--- config.mk ---
export PLATFORM = sky130hd
export DESIGN_NAME = aidan_mcnay_trial_div_ctrl
export DESIGN_NICKNAME = d
export VERILOG_FILES = /design/src/rtl/aidan_mcnay_prime_pkg.sv /design/src/rtl/aidan_mcnay_trial_div_dpath.sv /design/src/rtl/aidan_mcnay_trial_div_ctrl.sv
export SDC_FILE = /design/constraint.sdc
export NUM_CORES = 1
export LEC_CHECK = 0
export BUFFER_PORTS_ARGS = -buffer_cell sky130_fd_sc_hd__buf_2
export CAP_MARGIN = 20
export CORE_MARGIN = 4
export CORE_UTILIZATION = 45
export CTS_BUF_LIST = sky130_fd_sc_hd__clkbuf_4
export DETAILED_ROUTE_END_ITERATION = 12
export PLACE_DENSITY = 0.69
export SYNTH_ARGS = -nofsm -noshare
export SYNTH_HDL_FRONTEND = slang
export SYNTH_SLANG_ARGS = --single-unit
--- constraint.sdc ---
create_clock -name clk -period 7.8 [get_ports clk]
set_input_delay 0.39 -clock clk [delete_from_list [all_inputs] [get_ports clk]]
set_output_delay 0.39 -clock clk [all_outputs]
set_load 0.005 [all_outputs]
--- src/rtl/aidan_mcnay_prime_pkg.sv ---
// rtl/aidan_mcnay_prime_pkg.sv - shared width constant and FSM encoding for the trial-division prime checker
package aidan_mcnay_prime_pkg;

    localparam int NBITS_DEFAULT = 16;

    typedef enum logic [1:0] {
        IDLE  = 2'd0,
        ISSUE = 2'd1,
        WAIT  = 2'd2,
        DONE  = 2'd3
    } trial_div_state_e;

endpackage

--- src/rtl/aidan_mcnay_trial_div_dpath.sv ---
// rtl/aidan_mcnay_trial_div_dpath.sv - candidate/divisor registers, multiply-compare and result registers
module aidan_mcnay_trial_div_dpath
    import aidan_mcnay_prime_pkg::*;
#(
    parameter int nbits = NBITS_DEFAULT
) (
    input  logic             clk,
    input  logic             reset,
    input  logic [nbits-1:0] number,
    input  logic             load_n,
    input  logic             incr_d,
    input  logic             set_prime,
    input  logic             set_factor,
    input  logic [nbits-1:0] div_result,
    output logic             number_lt2,
    output logic             q_lt_d,
    output logic             prod_eq_n,
    output logic [nbits-1:0] div_opa,
    output logic [nbits-1:0] div_opb,
    output logic             is_prime,
    output logic [nbits-1:0] factor
);

    localparam logic [nbits-1:0] TWO = nbits'(2);
    localparam logic [nbits-1:0] ONE = nbits'(1);

    logic [nbits-1:0] n_reg;
    logic [nbits-1:0] d_reg;
    logic [nbits-1:0] prod;

    // q = floor(N/d) so q*d <= N always fits in nbits
    assign prod       = div_result * d_reg;
    assign number_lt2 = number < TWO;
    assign q_lt_d     = div_result < d_reg;
    assign prod_eq_n  = prod == n_reg;

    assign div_opa = n_reg;
    assign div_opb = d_reg;

    always_ff @(posedge clk) begin
        if (reset) begin
            n_reg    <= '0;
            d_reg    <= '0;
            is_prime <= 1'b0;
            factor   <= '0;
        end else begin
            if (load_n) begin
                n_reg    <= number;
                d_reg    <= TWO;
                is_prime <= 1'b0;
                factor   <= '0;
            end
            if (incr_d) begin
                d_reg <= d_reg + ONE;
            end
            if (set_prime) begin
                is_prime <= 1'b1;
                factor   <= '0;
            end
            if (set_factor) begin
                is_prime <= 1'b0;
                factor   <= d_reg;
            end
        end
    end

endmodule

--- src/rtl/aidan_mcnay_trial_div_ctrl.sv ---
// rtl/aidan_mcnay_trial_div_ctrl.sv - trial-division primality controller driving an external divider
module aidan_mcnay_trial_div_ctrl
    import aidan_mcnay_prime_pkg::*;
#(
    parameter int nbits = NBITS_DEFAULT
) (
    input  logic             clk,
    input  logic             reset,
    input  logic [nbits-1:0] number,
    input  logic             req_val,
    output logic             req_rdy,
    output logic             is_prime,
    output logic [nbits-1:0] factor,
    output logic             resp_val,
    input  logic             resp_rdy,
    output logic [nbits-1:0] div_opa,
    output logic [nbits-1:0] div_opb,
    output logic             div_istream_val,
    input  logic             div_istream_rdy,
    input  logic [nbits-1:0] div_result,
    input  logic             div_ostream_val,
    output logic             div_ostream_rdy
);

    trial_div_state_e state_q;
    trial_div_state_e state_d;

    logic load_n;
    logic incr_d;
    logic set_prime;
    logic set_factor;
    logic number_lt2;
    logic q_lt_d;
    logic prod_eq_n;

    aidan_mcnay_trial_div_dpath #(
        .nbits(nbits)
    ) u_dpath (
        .clk        (clk),
        .reset      (reset),
        .number     (number),
        .load_n     (load_n),
        .incr_d     (incr_d),
        .set_prime  (set_prime),
        .set_factor (set_factor),
        .div_result (div_result),
        .number_lt2 (number_lt2),
        .q_lt_d     (q_lt_d),
        .prod_eq_n  (prod_eq_n),
        .div_opa    (div_opa),
        .div_opb    (div_opb),
        .is_prime   (is_prime),
        .factor     (factor)
    );

    always_ff @(posedge clk) begin
        if (reset) begin
            state_q <= IDLE;
        end else begin
            state_q <= state_d;
        end
    end

    always_comb begin
        state_d         = state_q;
        req_rdy         = 1'b0;
        resp_val        = 1'b0;
        div_istream_val = 1'b0;
        div_ostream_rdy = 1'b0;
        load_n          = 1'b0;
        incr_d          = 1'b0;
        set_prime       = 1'b0;
        set_factor      = 1'b0;
        case (state_q)
            IDLE: begin
                req_rdy = 1'b1;
                if (req_val) begin
                    load_n  = 1'b1;
                    // 0 and 1 are neither prime nor composite: answer without the divider
                    state_d = number_lt2 ? DONE : ISSUE;
                end
            end
            ISSUE: begin
                div_istream_val = 1'b1;
                if (div_istream_rdy) begin
                    state_d = WAIT;
                end
            end
            WAIT: begin
                div_ostream_rdy = 1'b1;
                if (div_ostream_val) begin
                    if (q_lt_d) begin
                        set_prime = 1'b1;
                        state_d   = DONE;
                    end else if (prod_eq_n) begin
                        set_factor = 1'b1;
                        state_d    = DONE;
                    end else begin
                        incr_d  = 1'b1;
                        state_d = ISSUE;
                    end
                end
            end
            DONE: begin
                resp_val = 1'b1;
                if (resp_rdy) begin
                    state_d = IDLE;
                end
            end
            default: begin
                state_d = IDLE;
            end
        endcase
    end

endmodule

# Word level (Yosys, flattened, before mapping)
# Index checks and enable logic that the tools add are counted.
# word_totals
in_bits	38
word_cells	55
regBits	51
mem_bits_ro	0
memories	0
latch_bits	0
ram_bits	0
# op_classes
shifts	0
n_reduce_logical	6
magnitude_cmp	2
bitwise	0
div	0
n_addsub	1
n_mux	32
n_mul	1
eq_ne	8
# op_table
operator	count
2-to-1 mux 16 bit	5
2-to-1 mux 1 bit	19
adder 16 x 1 -> 16 bit (second input constant)	1
== test 16 bit	1
less-than comparator 16 bit	1
less-than comparator 16 x 2 -> 1 bit (second input constant)	1
multiplier 16 x 16 -> 16 bit	1
2-to-1 mux 2 bit	7
inequality test 2 bit (second input constant)	4
one-hot mux 2 bit (4 select lines)	1
== test 2 bit (second input constant)	2
AND reduction 4 bit	1
nonzero test 2 bit	2
nonzero test 3 bit	1
== test 2 x 1 -> 1 bit (second input constant)	1
logical NOT 2 bit	1
OR reduction 2 bit	1

# Depth between registers and ports, before layout
# depth
depth_word	7
ltp_mapped	26
ltp_nobuf	22

# Hierarchy
# From an unflattened synthesis, not the netlist that was laid out.
# unflattened
hier_cells	786
area_unflattened_um2	6660.1
# by_module_without_submodules
mod	area_each_um2	cells_per_inst	n_inst
aidan_mcnay_trial_div_dpath	6443.7	761	1
aidan_mcnay_trial_div_ctrl	216.5	25	1

# Worst setup path before layout
# No wires, ideal clock.
# synth_path
path_type	register to register
startpoint	reg u_dpath.d_reg[2] (netlist: u_dpath.div_opb[2])
endpoint	reg u_dpath.factor[3]
n_path_buf	4
period_less_slack_ps	6474
arrival_time_ps	6357
path_stages_with_launch	23
path_slack_ps	1326
path_cell_list	dfxtp_1 > buf_2 > clkbuf_1 > nand2_1 > fa_1 > fa_1 > fa_1 > fa_1 > fa_1 > fa_1 > inv_1 > ha_1 > o2111ai_1 > or2_0 > a21oi_1 > a2111o_1 > a2111o_1 > nor4b_4 > a31o_1 > buf_6 > a21boi_4 > buf_6 > a22o_1
# synth_via
elab_chain_cells	7
# synth_rtl
item	line	source
from (decl)	aidan_mcnay_trial_div_dpath.sv:28	logic [nbits-1:0] d_reg;
from (signal assigned)	aidan_mcnay_trial_div_dpath.sv:54	d_reg <= d_reg + ONE;
multiplier 16 x 16 -> 16 bit	aidan_mcnay_trial_div_dpath.sv:32	assign prod = div_result * d_reg;
== test 16 bit	aidan_mcnay_trial_div_dpath.sv:35	assign prod_eq_n = prod == n_reg;
2-to-1 mux 1 bit	aidan_mcnay_trial_div_ctrl.sv:95	end else if (prod_eq_n) begin
2-to-1 mux 1 bit	aidan_mcnay_trial_div_ctrl.sv:92	if (q_lt_d) begin
2-to-1 mux 1 bit	aidan_mcnay_trial_div_ctrl.sv:91	if (div_ostream_val) begin
2-to-1 mux 1 bit	aidan_mcnay_trial_div_ctrl.sv:74	case (state_q)
nonzero test 3 bit (no line) or 2-to-1 mux 16 bit (tied branches)	n/a	
to (signal assigned)	aidan_mcnay_trial_div_dpath.sv:62	factor <= d_reg;
to (decl)	aidan_mcnay_trial_div_dpath.sv:21	output logic [nbits-1:0] factor
# Parallel ways exist; a longest one is shown, timed or not.
# A chain may end at the register's enable or synchronous reset.

# Worst setup path after layout
# layout_path
startpoint	reg u_dpath.d_reg[6] (netlist: u_dpath.div_opb[6])
endpoint	reg u_dpath.factor[1]
# The elaborated chain is that of the path after synthesis.

==> run_results.csv <==
group,metric,value,unit
layout,area_growth_syn_to_layout,8.56,%
synthesis,syn_area_per_cell,8.55,um^2
hold_path,hold_depth,3,
power,finalPower,584,uW
placed_design,hpwl,14.0,mm
drt,drt_first_pass_iters,4,
synthesis,syn-cell-area,6810,um^2
worst_setup_path,worstReg2RegStart,"u_dpath.div_opb[6]",
synthesis,synth-edff-count,0,
synthesis,ys_types,67,
placed_design,place.gp.congestion,0.917,
worst_setup_path,start_kind,"register",
flow_run,drv_cap,0,
clocking,ctsLongestPathBuffers,2,
worst_setup_path,critPathMaxFanout,16,
global_routing,grt_use_total,21.5,%
timing,finalSetupTns,0,ps
global_routing,grt_pass1_vias,5530,
global_routing,grt_overflow_total,0,
die,die_area,17200,um^2
die,die_h,131,um
clocking,clk_pin_slew,170,ps
timing,hold_viol_final,0,
worst_setup_path,crit_required,8150,ps
drt,ant_nets,0,
run_status,status,"finished clean",
clocking,cts_hold_buf,0,
worst_setup_path,cp-end-kind,"register",
synthesis,ys.flop_type,"dfxtp_1",
hold_path,holdCritStartpoint,"number[0]",
timing,rsz0062_at_grt,"no",
drt,detail_route.wl_per_cell,16.6,um
drt,post-route-drc-count,0,
power,leakage,0.00343,uW
power,p_per_area,78.9,nW/um^2
placed_design,portBuffers,90,
synthesis,synth_nets,987,
layout,diodes,0,
die,io_pins,91,
clocking,cts_resized,0,
synthesis,synth.yosys.warnings,0,
timing,fmax,0.141,GHz
worst_setup_path,reg2regPathDepth,18,
die,core-area,14700,um^2
timing,slew_headroom,40.5,%
clocking,numCtsBuffers,5,
drt,route.vias.total,5590,
layout,nNetsFinal,1056,
global_routing,grt_pass1_wl,29.0,mm
power,vdd_ir_drop_max,0.0622,mV
synthesis,seq_area_frac_synth,15.0,%
timing,finalClockSkew,16.2,ps
hold_path,worstHoldPathType,"in2reg",
clocking,cts_tree,"built",
timing,finalCritPeriodShare,90.9,%
clocking,cts-root-buf,"clkbuf_4",
timing,setup-violations-final,0,
drt,drt_wl_total,17.5,mm
worst_setup_path,path_class,"reg2reg",
synthesis,ys_ff_latch,51,
die,initial_core_util,46.3,%
die,rows,44,
timing,worst_pin_slew,886,ps
worst_setup_path,rr_endpoint,"u_dpath.factor[1]",
drt,drt-vias-per-instance,5.32,
clocking,post_cts_buffers,0,
clocking,cts.sinks,51,
die,die_x,131,um
synthesis,post_synth_inst_count,797,
hold_path,min_to,"u_dpath.div_opa[0]",
layout,drive_gt1_share,14.5,%
global_routing,antenna_found_initial,0,
clocking,clk_latency,400,ps
clocking,htreeDepth,2,
synthesis,ys_async_sr_fraction,0,%
worst_setup_path,arrival,7440,ps
timing,slew_violations,0,
timing,min_period,7090,ps
drt,drt-initial-drc-count,262,
worst_setup_path,r2r_slack,710,ps
global_routing,grt_max_degree,26,
[layout by cell type, fill, tap and decap left out, types with 11 or more instances in the layout]
cell	synthesis	layout
a22o_1	16	16
xor2_1	16	16
o21ai_0	11	11
xnor2_1	36	36
fa_1	80	80
inv_1	125	125
nor2_1	22	22
buf_4	2	11
and2_1	40	40
ha_1	72	72
buf_2	2	91
a21oi_1	29	29
dfxtp_1	51	51
nand2_1	143	143
[report_power, final]
part,total (uW),switching (uW),internal (uW)
Clock,128,93.5,34.8
Sequential,281,12.3,269
Combinational,174,104,69.8
[layout make-up]
cell class	instances	area [um^2]
Tap cell	184	230
Clock buffer	5	37.5
Multi-Input combinational cell	580	5080
Fill cell	1417	7300
Inverter	126	473
Clock inverter	3	20.0
Timing Repair Buffer	102	538
Sequential cell	51	1020
[metal layers]
metal	track usage (%)	wire length, um
met2	34.5	8200
met1	31.5	7970
met3	1.99	980
met4	4.78	320
met5	0	0
[synth_stat cells (4+ instances only)]
cell | n | share of area [%]
and2_1 | 40 | 3.7
nor2_1 | 22 | 1.2
nor4_1 | 4 | 0.37
xor2_1 | 16 | 2.1
ha_1 | 72 | 13
dfxtp_1 | 51 | 15
buf_6 | 9 | 1.5
a21o_1 | 7 | 0.77
a22o_1 | 16 | 2.1
xnor2_1 | 36 | 4.6
o21ai_0 | 11 | 0.81
o22ai_1 | 5 | 0.46
inv_1 | 125 | 6.9
fa_1 | 80 | 24
a21oi_1 | 29 | 2.1
clkbuf_1 | 24 | 1.3
o211ai_1 | 9 | 0.99
o21ai_1 | 10 | 0.73
nand2_1 | 143 | 7.9
or3_1 | 4 | 0.37
a31oi_1 | 6 | 0.55
nand3_1 | 10 | 0.73
nor3_1 | 7 | 0.51
[critical path, stage by stage, from the launching register on]
cell and delay (ps):
dfxtp_1 730, ha_1 240, inv_1 50, fa_1 500, fa_1 570, fa_1 430
fa_1 500, fa_1 530, fa_1 550, inv_1 40, ha_1 360, xor2_1 240
a21oi_1 70, a2111o_1 350, a2111o_1 390, nor4b_4 410, nand3_1 210, nor3_4 630
a22o_1 230
[stage by stage]
stage | setup WS (ps) | hold WS, ps | cells | cell area, um^2 | utilization (%)
after detailed placement | 730 | 460 | 1042 | 7330 | 49.9
after global routing | 346 | 214 | 1051 | 7400 | 50.3
after CTS | 699 | 191 | 1050 | 7390 | 50.3
after floorplan | 1330 | 474 | 797 | 6810 | -
final | 709 | 200 | 1051 | 7400 | 50.3
after global placement | 883 | 459 | 1042 | 7330 | 49.9
[how the worst max path moves through the flow]
stage,slack (ps),endpoint,startpoint,cells past startpoint
2_1_floorplan,1330,u_dpath.factor[3],u_dpath.div_opb[2],22
6_report,710,u_dpath.factor[1],u_dpath.div_opb[6],18
5_1_grt,350,u_dpath.factor[1],u_dpath.div_opb[6],18
4_1_cts,700,u_dpath.factor[1],u_dpath.div_opb[6],18
3_5_place_dp,730,u_dpath.factor[11],div_result[5],22
3_3_place_gp,880,u_dpath.div_opb[3],u_dpath.div_opb[6],18
[kinds of logic after synthesis]
kind of cell               after synthesis  share of synthesized area, %
buffers and inverters                  166                          10.5
and+or+nand+nor                        251                          17.4
adders and majority gates              152                          36.7
xor gates and xnor gates                56                          7.92
AOI/OAI and AO/OA                      121                          12.5
DFF                                     51                          15.0
[registers in the layout (all words and copies together) (netlist names)]
| name | count |
|---|---|
| state_q | 2 |
| u_dpath.div_opb | 16 |
| u_dpath.div_opa | 16 |
| u_dpath.factor | 16 |
| u_dpath.is_prime | 1 |
(Power assumes the default switching activity.)
